`src/rtl/mem_port_arbiter.sv`:
```
// -----------------------------------------------------------------------------
// mem_port_arbiter
//
// Arbitrates the single-port unified memory between the fetch stage
// (instruction reads) and the memory stage (data reads/writes). One requester
// is granted at a time, with fixed priority: the memory stage beats fetch
// because it holds the older instruction. The granted request's address,
// write enable and write data are captured on grant, so the memory sees a
// stable request for the whole transaction. Every transaction has a bounded
// wait. On timeout it is aborted and a sticky bus error is raised.
//
// Ports
//   clk, rst_n           clock, synchronous active-low reset
//   if_req/if_addr       fetch read request (held until if_done)
//   if_done/if_rdata     fetch completion strobe and read data
//   ms_req/ms_we/...     memory-stage request (held until ms_done)
//   ms_done/ms_rdata     memory-stage completion strobe and read data
//   mem_*                memory handshake (mem_req held until mem_ready)
//   stall_fetch          fetch has a pending, not-yet-completed request
//   stall_mem            memory stage has a pending, not-yet-completed request
//   bus_error            sticky timeout flag, cleared only by reset
// -----------------------------------------------------------------------------
module mem_port_arbiter #(
    parameter int ADDR_W  = 16,
    parameter int DATA_W  = 16,
    parameter int TIMEOUT = 15
) (
    input  logic              clk,
    input  logic              rst_n,
    // fetch requester
    input  logic              if_req,
    input  logic [ADDR_W-1:0] if_addr,
    output logic              if_done,
    output logic [DATA_W-1:0] if_rdata,
    // memory-stage requester
    input  logic              ms_req,
    input  logic              ms_we,
    input  logic [ADDR_W-1:0] ms_addr,
    input  logic [DATA_W-1:0] ms_wdata,
    output logic              ms_done,
    output logic [DATA_W-1:0] ms_rdata,
    // memory port
    output logic              mem_req,
    output logic              mem_we,
    output logic [ADDR_W-1:0] mem_addr,
    output logic [DATA_W-1:0] mem_wdata,
    input  logic              mem_ready,
    input  logic [DATA_W-1:0] mem_rdata,
    // hazard / status
    output logic              stall_fetch,
    output logic              stall_mem,
    output logic              bus_error
);

    // Counter must be able to hold TIMEOUT-1 (the last value before abort).
    localparam int CNT_W = (TIMEOUT > 1) ? $clog2(TIMEOUT) : 1;
    localparam logic [CNT_W-1:0] CNT_LAST = CNT_W'(TIMEOUT - 1);

    typedef enum logic [1:0] {
        IDLE    = 2'd0,
        IF_BUSY = 2'd1,
        MS_BUSY = 2'd2
    } state_e;

    state_e            state_q,     state_d;
    logic [CNT_W-1:0]  cnt_q,       cnt_d;
    logic [ADDR_W-1:0] addr_q,      addr_d;
    logic              we_q,        we_d;
    logic [DATA_W-1:0] wdata_q,     wdata_d;
    logic              bus_error_q, bus_error_d;

    logic grant_ms;
    logic grant_if;

    // -------------------------------------------------------------------------
    // Next-state logic
    // -------------------------------------------------------------------------
    always_comb begin
        // NOTE: every signal gets a default before the case so no path leaves
        // it unassigned; otherwise synthesis infers a latch.
        state_d     = state_q;
        cnt_d       = cnt_q;
        addr_d      = addr_q;
        we_d        = we_q;
        wdata_d     = wdata_q;
        bus_error_d = bus_error_q;
        grant_ms    = 1'b0;
        grant_if    = 1'b0;

        case (state_q)
            IDLE: begin
                // mem_ready is ignored here: no transaction is outstanding.
                if (ms_req) begin
                    grant_ms = 1'b1;
                end else if (if_req) begin
                    grant_if = 1'b1;
                end
            end

            IF_BUSY: begin
                if (mem_ready) begin
                    // The completing requester is never re-granted at this edge.
                    if (ms_req) begin
                        grant_ms = 1'b1;
                    end else begin
                        state_d = IDLE;
                    end
                end else if (cnt_q == CNT_LAST) begin
                    state_d     = IDLE;
                    bus_error_d = 1'b1;
                end else begin
                    cnt_d = cnt_q + 1'b1;
                end
            end

            MS_BUSY: begin
                if (mem_ready) begin
                    if (if_req) begin
                        grant_if = 1'b1;
                    end else begin
                        state_d = IDLE;
                    end
                end else if (cnt_q == CNT_LAST) begin
                    state_d     = IDLE;
                    bus_error_d = 1'b1;
                end else begin
                    cnt_d = cnt_q + 1'b1;
                end
            end

            default: begin
                state_d = IDLE;
            end
        endcase

        // Capture the granted request so the memory sees stable inputs even
        // if the requester changes its address/data lines mid-transaction.
        if (grant_ms) begin
            state_d = MS_BUSY;
            cnt_d   = '0;
            addr_d  = ms_addr;
            we_d    = ms_we;
            wdata_d = ms_wdata;
        end else if (grant_if) begin
            state_d = IF_BUSY;
            cnt_d   = '0;
            addr_d  = if_addr;
            we_d    = 1'b0;
            wdata_d = '0;
        end
    end

    // -------------------------------------------------------------------------
    // State registers
    // -------------------------------------------------------------------------
    always_ff @(posedge clk) begin
        // NOTE: sequential state uses non-blocking assignments so every flop
        // samples the pre-edge value of every other flop.
        if (!rst_n) begin
            state_q     <= IDLE;
            cnt_q       <= '0;
            addr_q      <= '0;
            we_q        <= 1'b0;
            wdata_q     <= '0;
            bus_error_q <= 1'b0;
        end else begin
            state_q     <= state_d;
            cnt_q       <= cnt_d;
            addr_q      <= addr_d;
            we_q        <= we_d;
            wdata_q     <= wdata_d;
            bus_error_q <= bus_error_d;
        end
    end

    // -------------------------------------------------------------------------
    // Outputs
    // -------------------------------------------------------------------------
    assign mem_req   = (state_q != IDLE);
    assign mem_we    = (state_q == MS_BUSY) & we_q;
    assign mem_addr  = addr_q;
    assign mem_wdata = wdata_q;

    assign if_done   = (state_q == IF_BUSY) & mem_ready;
    assign ms_done   = (state_q == MS_BUSY) & mem_ready;
    assign if_rdata  = mem_rdata;
    assign ms_rdata  = mem_rdata;

    assign stall_fetch = if_req & ~if_done;
    assign stall_mem   = ms_req & ~ms_done;
    assign bus_error   = bus_error_q;

endmodule

```
`config.mk`:
```
export PLATFORM = sky130hd
export DESIGN_NAME = mem_port_arbiter
export DESIGN_NICKNAME = d
export VERILOG_FILES = /design/src/rtl/mem_port_arbiter.sv
export SDC_FILE = /design/constraint.sdc
export NUM_CORES = 1
export LEC_CHECK = 0
export CORE_ASPECT_RATIO = 0.8
export CORE_MARGIN = 8
export CORE_UTILIZATION = 34
export CTS_CLUSTER_DIAMETER = 150
export DETAILED_ROUTE_END_ITERATION = 10
export PLACE_DENSITY = 0.84
export SLEW_MARGIN = 20
export SYNTH_ARGS = -nofsm -noshare
export SYNTH_HDL_FRONTEND = slang
export SYNTH_SLANG_ARGS = --single-unit
```
`constraint.sdc`:
```
create_clock -name clk -period 1.6 [get_ports clk]
set_input_delay 0.32 -clock clk [delete_from_list [all_inputs] [get_ports clk]]
set_output_delay 0.32 -clock clk [all_outputs]
set_load 0.02 [all_outputs]
```
* Word-level counts from Yosys, hierarchy flattened
Index checks and enable logic that the tools add are counted.
W data, S select, Z words.
** Word-level totals
- Bits in registers :: 40
- Bits in latches :: 0
- Bits in writable memories :: 0
- Bits in read-only memories :: 0
- Memories kept :: 0
** Operators by class
- Add/sub/neg operators :: 1
- Multipliers :: 0
- Div/mod/pow operators :: 0
- $lt $le $gt $ge :: 0
- Equality and inequality tests :: 9
- Shift operators :: 0
- Mux-type cells :: 21
- Bitwise operators :: 10
- Reductions and logical operators :: 10
** Operators with widths (number)
- $mux W16 :: 4
- $mux W2 :: 7
- $reduce_and A3 Y1 :: 4
- $ne A5 B5 Y1 const B :: 2
- $ne A4 B4 Y1 const B :: 2
- $mux W1 :: 7
- $pmux W2 S3 :: 1
- $and A1 B1 Y1 :: 5
- $not A1 Y1 :: 5
- $add A4 B1 Y4 const B :: 1
- $eq A4 B4 Y1 const B :: 1
- $pmux W1 S2 :: 2
- $reduce_bool A2 Y1 :: 2
- $reduce_or A2 Y1 :: 2
- $ne A3 B3 Y1 const B :: 1
- $reduce_or A3 Y1 :: 1
- $eq A2 B1 Y1 const B :: 1
- $eq A2 B2 Y1 const B :: 1
- $logic_not A2 Y1 :: 1
- $ne A2 B2 Y1 const B :: 1

* Longest topological paths before layout
- Word-level depth :: 6
- Gate-level depth with buffers :: 9
- Mapped depth without buffers :: 6

* Least setup slack after synthesis
No wires, ideal clock.
- Path kind :: flip-flop to flip-flop
- From :: register state_q[0]
- To :: register state_q[0]
- Library setup time :: 0.088 ns
- Data arrival time :: 1.636 ns
- Data required time :: 1.512 ns
- Path slack :: -0.124 ns
- Stages on the path, launching flop included :: 10
- Buffers on the path :: 3
- Cell sequence :: dfxtp_1 inv_1 ha_1 buf_6 o211ai_4 and2_1 buf_4 buf_6 nand4_1 o32ai_2
** Between the ends
- Longest elaborated chain between the ends :: 4
** Ends and longest elaborated chain
- start: declaration :: line 65 : state_e state_q, state_d;
- start signal: assignment :: line 167 : state_q <= state_d;
- $eq A2 B2 Y1 (tied with other cells) :: line 90 : case (state_q)
- $pmux W1 S2 (tied with other cells) :: line 90
- $ne A4 B4 Y1 (no line) (tied with other cells)
- $reduce_and A3 Y1 (no line) or $mux W2 (tied branches)
Several ways; a longest one is shown, not always the timed one.
A chain may end at the register's enable or synchronous reset.

* Worst setup path in the final report
- From :: register state_q[0]
- To :: register addr_q[7], in the netlist mem_addr[7]
** Between the ends
- Longest elaborated chain between the ends :: 3
** Ends and longest elaborated chain
- $eq A2 B1 Y1 (tied with other cells) :: line 90
- $pmux W1 S2 :: line 90
- $mux W16 or $reduce_bool A2 Y1 (tied branches)
- end signal: assignment :: line 169 : addr_q <= addr_d;
- end: declaration :: line 67 : logic [ADDR_W-1:0] addr_q, addr_d;
Several ways; a longest one is shown, not always the timed one.

==> impl_metrics.tcl <==
set metrics [dict create \
    finalNetCount 442 \
    power_density_nw_per_um2 1795 \
    crit_type "register to register" \
    cts_root_buf "clkbuf_8" \
    drive_gt1_share_pct 25.96 \
    ctsHtreeMaxLevel 2 \
    status "complete, but fails checks" \
    worstSkewPairLatency_ns 0.29 \
    layout_setup_ws_ns -0.1586 \
    antenna_found_initial 0 \
    drc 0 \
    critPathLaunchType "register" \
    syn2layout_area_growth_pct 65.00 \
    rr_worst_depth 8 \
    syn_inst 280 \
    avgSynthCellArea_sq_um 8.236 \
    gp_congestion 0.7754 \
    dp_hpwl_um 5151 \
    critPathRequiredTime_ns 1.81 \
    crit_start "state_q[0]" \
    vias 2381 \
    start_util_pct 34.30 \
    timing.final.hold_violations 0 \
    setup_violations 42 \
    synth_top_area_cell "dfxtp_1" \
    ys_types 38 \
    numCtsBuffers 5 \
    grt_pass1_wl_um 12130 \
    drt_wl_total_um 8204 \
    clk_pin_slew_ns 0.08 \
    die_h_um 89.66 \
    fin_crit_sh_pct 109.9 \
    rsz0062_at_grt "true" \
    final_cells 453 \
    ios 141 \
    diodes 0 \
    grt_max_degree 23 \
    vias_per_cell 5.256 \
    worstSetupEndpointType "register" \
    period_needed_ns 1.759 \
    finalMaxSlewViolations 0 \
    reg2reg_from "state_q[0]" \
    p_leak_nw 1.662 \
    max_cap_violations 0 \
    wire_per_inst_um 18.11 \
    ant_nets 0 \
    hold-worst-slack_ns 0.4954 \
    violations "setup timing" \
    fin_skew_ns 0.007148 \
    ys_seq_area_share_pct 34.73 \
    irDropWorstVdd_v 0.0007341 \
    endpoint "mem_addr[7]" \
    grt_pass1_vias 2378 \
    critPathMaxFanout 8 \
    syn-cell-area_sq_um 2306 \
    dp_cells 431 \
    overflow 0 \
    yosysWarnings 0 \
    holdBufCountCts 0 \
    synth_top_area_share_pct 34.73 \
    cts_tree "yes" \
    fmax_mhz 568.6 \
    hold_class "register to register" \
    min_path_cells 2 \
    grtUsageTotal_pct 15.70 \
    dr.pass1.iters 5 \
    dieArea_sq_um 9690 \
    tightest_slew_ns 0.4526 \
    rows 27 \
    cts_num_sinks 40 \
    drt_iter0_drc 115 \
    postSynthNetCount 357 \
    numPortBuffers 92 \
    design.core.area_sq_um 6723 \
    fin_area_sq_um 3805 \
    r2r-end "mem_addr[7]" \
    synth-seq-cells 40 \
    place_area_sq_um 3259 \
    netlist_top_cells_area "dfxtp_1 35%, buf_4 11%, nand3_1 7.8%, o21a_1 5.5%, and2_1 5.2%" \
    cp.arrival_ns 1.97 \
    cts.path.max_buffers 2 \
    r2r_slack_ns -0.16 \
    relSlewSlack_pct 69.65 \
    die_x_um 108.1 \
]
## cell type report
type | count | area, sq um
sequential | 40 | 805.8
clock buffer | 7 | 96.34
timing repair buffer | 131 | 1395
inverter | 6 | 25.02
multi-input combinational | 181 | 1344
fill | 567 | 2918
tap | 87 | 108.9
clock inverter | 1 | 30.03
## stage by stage
step	worst slack (ns)	util, %	power [W]	TNS [ns]
floorplan	-0.03341	-	0.003617	-0.03595
global placement	-0.3256	48.48	0.004925	-8.925
detailed placement	-0.3774	48.48	0.005012	-10.36
CTS	-0.03747	54.27	0.006697	-0.2490
global route	-0.2107	56.60	0.007166	-6.483
finish	-0.1586	56.60	0.006831	-3.961
## cells in the mapped netlist (all sizes together)
cell type,n
ha,7
o32ai,1
nor2b,2
a22o,1
a21oi,17
nand4,1
nand2,5
a41oi,1
clkbuf,11
o31ai,1
a21o,1
nand3,37
o21ai,33
inv,6
dfxtp,40
nor2,4
and3,2
xnor2,1
and2,22
o211ai,1
nand2b,1
a31oi,16
a211oi,2
buf,43
a2111oi,1
nor3,3
o21a,18
xor2,2
## registers in the layout (all words and copies together) (netlist names)
| register | cells |
|---|---|
| we_q | 1 |
| mem_wdata | 16 |
| bus_error | 1 |
| mem_addr | 16 |
| cnt_q | 4 |
| state_q | 2 |
## routing by layer
metal | vias to the layer above | track usage [%] | share of wire [%]
li1 | 1124 | - | -
met1 | 1135 | 19.12 | 42
met2 | 111 | 26.16 | 49
met3 | 11 | 5.350 | 8.5
met4 | 0 | 3.643 | 0.74
met5 | - | 0 | 0
## worst min-delay path by stage
stage                             from           end
after floorplan             state_q[1]    state_q[1]
after CTS                  mem_addr[0]   mem_addr[0]
after global placement      state_q[1]    state_q[1]
final                     mem_addr[11]  mem_addr[11]
after detailed placement    state_q[1]    state_q[1]
after global routing      mem_addr[11]  mem_addr[11]
## cells in the final DEF, fill, tap and decap left out, drive strengths merged
cell and n:
a2111oi 1, a211oi 2, a21o 1, a21oi 17, a22o 1, a31oi 16, a41oi 1, and2 22
and3 2, buf 43, bufinv 1, clkbuf 9, clkdlybuf4s50 72, dfxtp 40, dlymetal6s2s 14, ha 7
inv 6, nand2 6, nand2b 1, nand3 37, nand4 1, nor2 4, nor2b 2, nor3 3
o211ai 1, o21a 18, o21ai 33, o31ai 1, o32ai 1, xnor2 1, xor2 2
## repair_timing
item                       in CTS  in global routing
pin swaps                      12                  4
cloned                          3                  2
setup endpoints to repair      43                 57
resized for setup              61                 35
setup buffers                   8                  4
## worst max-delay path, stage by stage (launching register included)
cell,delay [ns]
dfxtp_4,0.38
inv_4,0.04
buf_6,0.12
ha_4,0.19
o211ai_4,0.26
and2_4,0.29
buf_12,0.14
o21ai_2,0.06
a31oi_2,0.19
## logic make-up after synthesis
family,synth area share [%]
adders and majority gates,3.798
DFF,34.73
xor gates and xnor gates,1.140
AOI/OAI and AO/OA,25.61
and+or+nand+nor,18.18
buffers and inverters,16.55
## power breakdown
| part | internal, W | total [W] | switching (W) | leakage (nW) |
|---|---|---|---|---|
| registers | 0.00134 | 0.00152 | 0.000184 | 0.330 |
| logic | 0.00214 | 0.00439 | 0.00225 | 1.27 |
| clock network | 0.000551 | 0.000914 | 0.000363 | 0.0645 |
| total | 0.00403 | 0.00683 | 0.00280 | 1.66 |
No activity file was read; power rests on OpenSTA's default activity.
==> RTL edit 1 (same settings) <==
Re-encode `state_e` (3 states) as one-hot, 3 bits wide.
--- a/src/rtl/mem_port_arbiter.sv
+++ b/src/rtl/mem_port_arbiter.sv
@@ -58,6 +58,6 @@
 
-    typedef enum logic [1:0] {
-        IDLE    = 2'd0,
-        IF_BUSY = 2'd1,
-        MS_BUSY = 2'd2
+    typedef enum logic [2:0] {
+        IDLE    = 3'b001,
+        IF_BUSY = 3'b010,
+        MS_BUSY = 3'b100
     } state_e;
Function: no difference found for any inputs over 10 cycles, from zero or initial values and one cycle with rst_n low; not proved beyond that.
==> RTL edit 1 against the unedited design <==
Critical path type is now register to output pin; critical endpoint is now mem_wdata[8]; sequential share of layout area rose by 4.3 points; die area fell by 3.3%; sequential cell count rose by 1; routed wire length fell by 25%; worst setup slack improved by 0.20 ns; largest cell class unchanged; area after synthesis fell by 4.0%; cell area fell by 14%.
Power is not compared: it rests on default switching activity, and its combinational part moved more than twofold at a synthesized area within 25%.
==> RTL edit 1: results (changes against the unedited design) <==
Synthesis
  • Post-Synthesis Net Count: 308 (-14%)
  • Top cells by area, synth: dfxtp_1 37%, buf_4 12%, o22ai_2 9.6%
  • Yosys cell types: 37 (-2.6%)
  • Seq/Total Area, Yosys: 0.371 (+0.0234)
  • Mapped Cells: 236 (-16%)

Layout
  • Fraction of layout cells with a size suffix above 1: 0.233 (-0.0266)
  • Finished Layout Cells: 393 (-13%)
  • Fin nets: 380 (-14%)

Place
  • Place WS: -0.496 ns (-0.119 ns)
  • RePlAce Congestion: 0.815 (+5.1%)
  • Post-DP Area: 0.00304 mm^2 (-6.7%)
  • Post-DP HPWL: 4.36 mm (-15%)

GRT
  • Total Routing Usage GR: 0.123 (-0.0341)
  • First-pass GRT wire length: 9.20 mm (-24%)

Worst setup path
  • Crit-path max cell delay: 0.61 ns (+0.23 ns)
  • R2R cell count: 6 (-2)
  • Slowest CP cell: clkdlybuf4s50_1
  • CP Max Fanout: 2 (-6)
  • Arrival time at the worst endpoint: 1.24 ns (-0.73 ns)
  • FF-to-FF setup slack: 0.04 ns (+0.20 ns)

Routing
  • Routed met3 length: 451 um (-35%)
  • DR vias: 1877 (-21%)
  • WL final: 6.19 mm (-25%)
  • Routed wl met2: 3.05 mm (-24%)

STA
  • Fin Clk Skew: 0.00886 ns (+0.00171 ns)
  • Worst-Margin Slew: 0.353 ns (-0.0995 ns)

Min path
  • HP Class: input port to register
  • Worst hold endpoint: state_q[0]

Run status
  • Status: finished clean
==> RTL edit 1: cell count changes after synthesis, moves of 16 or more <==
cell     unedited run  this run
and2_1             19         0
o22ai_2             0        17
a31oi_1            16         0
nand3_1            36         2
mux2i_1             0        17
o21ai_0            19         0
o21a_1             17         1
nand2_1             3        38
==> RTL edit 1: layer usage <==
| layer | vias up | track usage |
|---|---|---|
| li1 | 925 | - |
| met1 | 872 | 0.130 |
| met2 | 57 | 0.215 |
| met3 | 23 | 0.0382 |
| met4 | 0 | 0.0701 |
| met5 | - | 0 |
==> RTL edit 1: kinds of logic (layout without fill, tap and decap cells) <==
family	after synthesis	after routing	share of synthesized area
buffers and inverters	52	125	0.181
muxes	17	17	0.0768
adders and majority gates	2	2	0.0113
DFF	41	41	0.371
xor gates and xnor gates	3	3	0.0119
and+or+nand+nor	64	64	0.150
AOI/OAI and AO/OA	57	57	0.198
==> RTL edit 1: area by class of cell <==
class	instances	area [um^2]
timing repair buffer	114	1190
tap	84	105
fill	570	3080
multi-input combinational	143	1040
inverter	3	11.3
clock buffer	6	72.6
clock inverter	2	10.0
sequential	41	830
==> RTL edit 1: worst max-delay path by stage <==
stage                            start      endpoint  slack, ns  cells after the start
after floorplan             state_q[2]     stall_mem       0.14                      4
after global placement       mem_ready       ms_done      -0.45                      3
after detailed placement     mem_ready       if_done      -0.50                      4
after CTS                   state_q[1]       mem_req     0.0006                      3
after global routing        state_q[0]   stall_fetch      -0.04                      4
final                     mem_wdata[8]  mem_wdata[8]       0.04                      1
==> RTL edit 1: what timing repair did <==
| action | in CTS | in global routing |
|---|---|---|
| pin swaps | 3 | 4 |
| gates cloned | 0 | 2 |
| setup buffers | 1 | 1 |
| gates resized for setup | 31 | 35 |
| setup endpoints to repair | 29 | 58 |
==> RTL edit 1: power breakdown <==
| part | total, mW | internal [mW] | switching (mW) |
|---|---|---|---|
| Combinational | 0.883 | 0.459 | 0.424 |
| Sequential | 1.16 | 1.11 | 0.0514 |
| Clock | 0.659 | 0.303 | 0.356 |
| Total | 2.70 | 1.87 | 0.831 |
==> RTL edit 2 (same flow settings) <==
Made on the original files. Change the parameter `DATA_W` from 16 to 14.
--- a/src/rtl/mem_port_arbiter.sv
+++ b/src/rtl/mem_port_arbiter.sv
@@ -24,3 +24,3 @@
     parameter int ADDR_W  = 16,
-    parameter int DATA_W  = 16,
+    parameter int DATA_W  = 14,
     parameter int TIMEOUT = 15
Ports: changed (5 resized); port bits go from 141 to 131. The function was not compared with the original's and may differ.
==> RTL edit 2 against the unedited design <==
Sequential cell count shrank 2; highest routed layer unchanged; routed wire length fell by 11%; worst setup slack gained 0.095 ns; total power shrank 7.8%; final cell count down 4.2%; largest power group unchanged; cell area shrank 7.9%; the run still ends with negative setup slack left; area after synthesis is 6.2% lower; sequential power is 5% lower.
==> RTL edit 2: results (changes against the unedited design) <==
Place
  • IO Port Bufs: 88 (-4.3%)
  • Post-DP HPWL: 4.93 mm (-4.4%)

Worst setup path
  • Crit-path max cell delay: 0.36 ns (-0.02 ns)
  • Arrival time at the worst endpoint: 1.84 ns (-0.13 ns)
  • Slowest CP cell: dfxtp_2
  • Crit Reg-Reg Endpoint: state_q[0]
  • CP Max Fanout: 5 (-3)

Layout
  • Non-clock buffers: 126 (-3.8%)
  • Seq/total area: 0.218 (+0.00608)
  • Multi-input logic cell count: 172 (-5.0%)
  • Area share of buffers outside the clock network: 0.370 (+0.00370)
  • FILL cells: 520 (-8.3%)
  • Clock network area share: 0.0311 (-0.00214)
  • Fraction of layout cells with a size suffix above 1: 0.260 (+0.000437)

Routing
  • Via-to-Cell Ratio: 5.17 (-1.6%)
  • DRT Pass-1 Iters: 4 (-1)
  • WL final: 7.34 mm (-11%)
  • Initial DRC count: 77 (-33%)

Run status
  • Failing checks: negative setup slack
  • Status: finished, violations left

Synthesis
  • Mapped Avg Cell Area: 8.16 um^2 (-0.93%)
  • Yosys cell types: 36 (-5.3%)
  • Top cells by area, synth: dfxtp_1 35%, buf_4 10%, nand3_1 7.9%
  • Post-Synthesis Net Count: 338 (-5.3%)
  • Seq/Total Area, Yosys: 0.352 (+0.00459)
  • Post-synth top cells: 38 x dfxtp_1, 34 x nand3_1, 30 x buf_4
  • Synth Area in Compound Gates: 0.262 (+0.00547)
  • Post-Synth Adder-Cell Area: 0.0405 (+0.00253)

Pwr
  • Design internal power: 3.76 mW (-6.7%)
  • Max VDD drop: 0.683 mV (-6.9%)
  • Comb pwr: 4.05 mW (-7.7%)
  • P_leak: 1.62 nW (-2.6%)
  • Part of the power in registers: 0.229 (+0.006)

Min path
  • HP Start: mem_addr[10]
  • Worst hold endpoint: mem_addr[10]

GRT
  • Number of global-route vias before repair: 2153 (-9.5%)
  • Total Routing Usage GR: 0.139 (-0.0178)

Clock network
  • Setup bufs post-CTS: 2 (-6)
  • PostCTS Resize Cnt: 56 (-8.2%)
  • CTS sink count: 38 (-5.0%)

STA
  • Worst-Margin Slew: 0.358 ns (-0.0950 ns)
  • Setup TNS: -0.484 ns (+3.48 ns)
  • Setup ws final: -0.0633 ns (+0.0952 ns)
  • Fin Clk Skew: 0.00294 ns (-0.00421 ns)
  • Fin Hold WS: 0.494 ns (-0.000963 ns)
  • Setup violators final: 23 (-45%)
-- RTL edit 2: per-stage QoR --
step | area, um^2 | worst slack [ns] | power [mW]
after floorplan | 2180 | 0.00838 | 3.33
after global placement | 3110 | -0.378 | 4.67
after detailed placement | 3110 | -0.393 | 4.74
after CTS | 3300 | -0.0233 | 5.79
after global routing | 3500 | -0.141 | 6.64
final | 3500 | -0.0633 | 6.30
-- RTL edit 2: worst max path at each step --
stage	to	start	slack [ns]	cells after the start
2_1_floorplan	state_q[0]	state_q[1]	0.008	8
3_3_place_gp	stall_mem	mem_ready	-0.38	4
3_5_place_dp	stall_mem	mem_ready	-0.39	4
4_1_cts	cnt_q[1]	state_q[1]	-0.02	8
5_1_grt	state_q[0]	state_q[0]	-0.14	8
6_report	state_q[0]	state_q[0]	-0.06	8
-- RTL edit 2: per-layer routing --
metal  track usage  vias up  routed length [um]
met1         0.162     1067                3170
li1              -     1074                   -
met3        0.0377       17                 359
met5             0        -                   0
met2         0.237       86                3650
met4        0.0594        0                 156
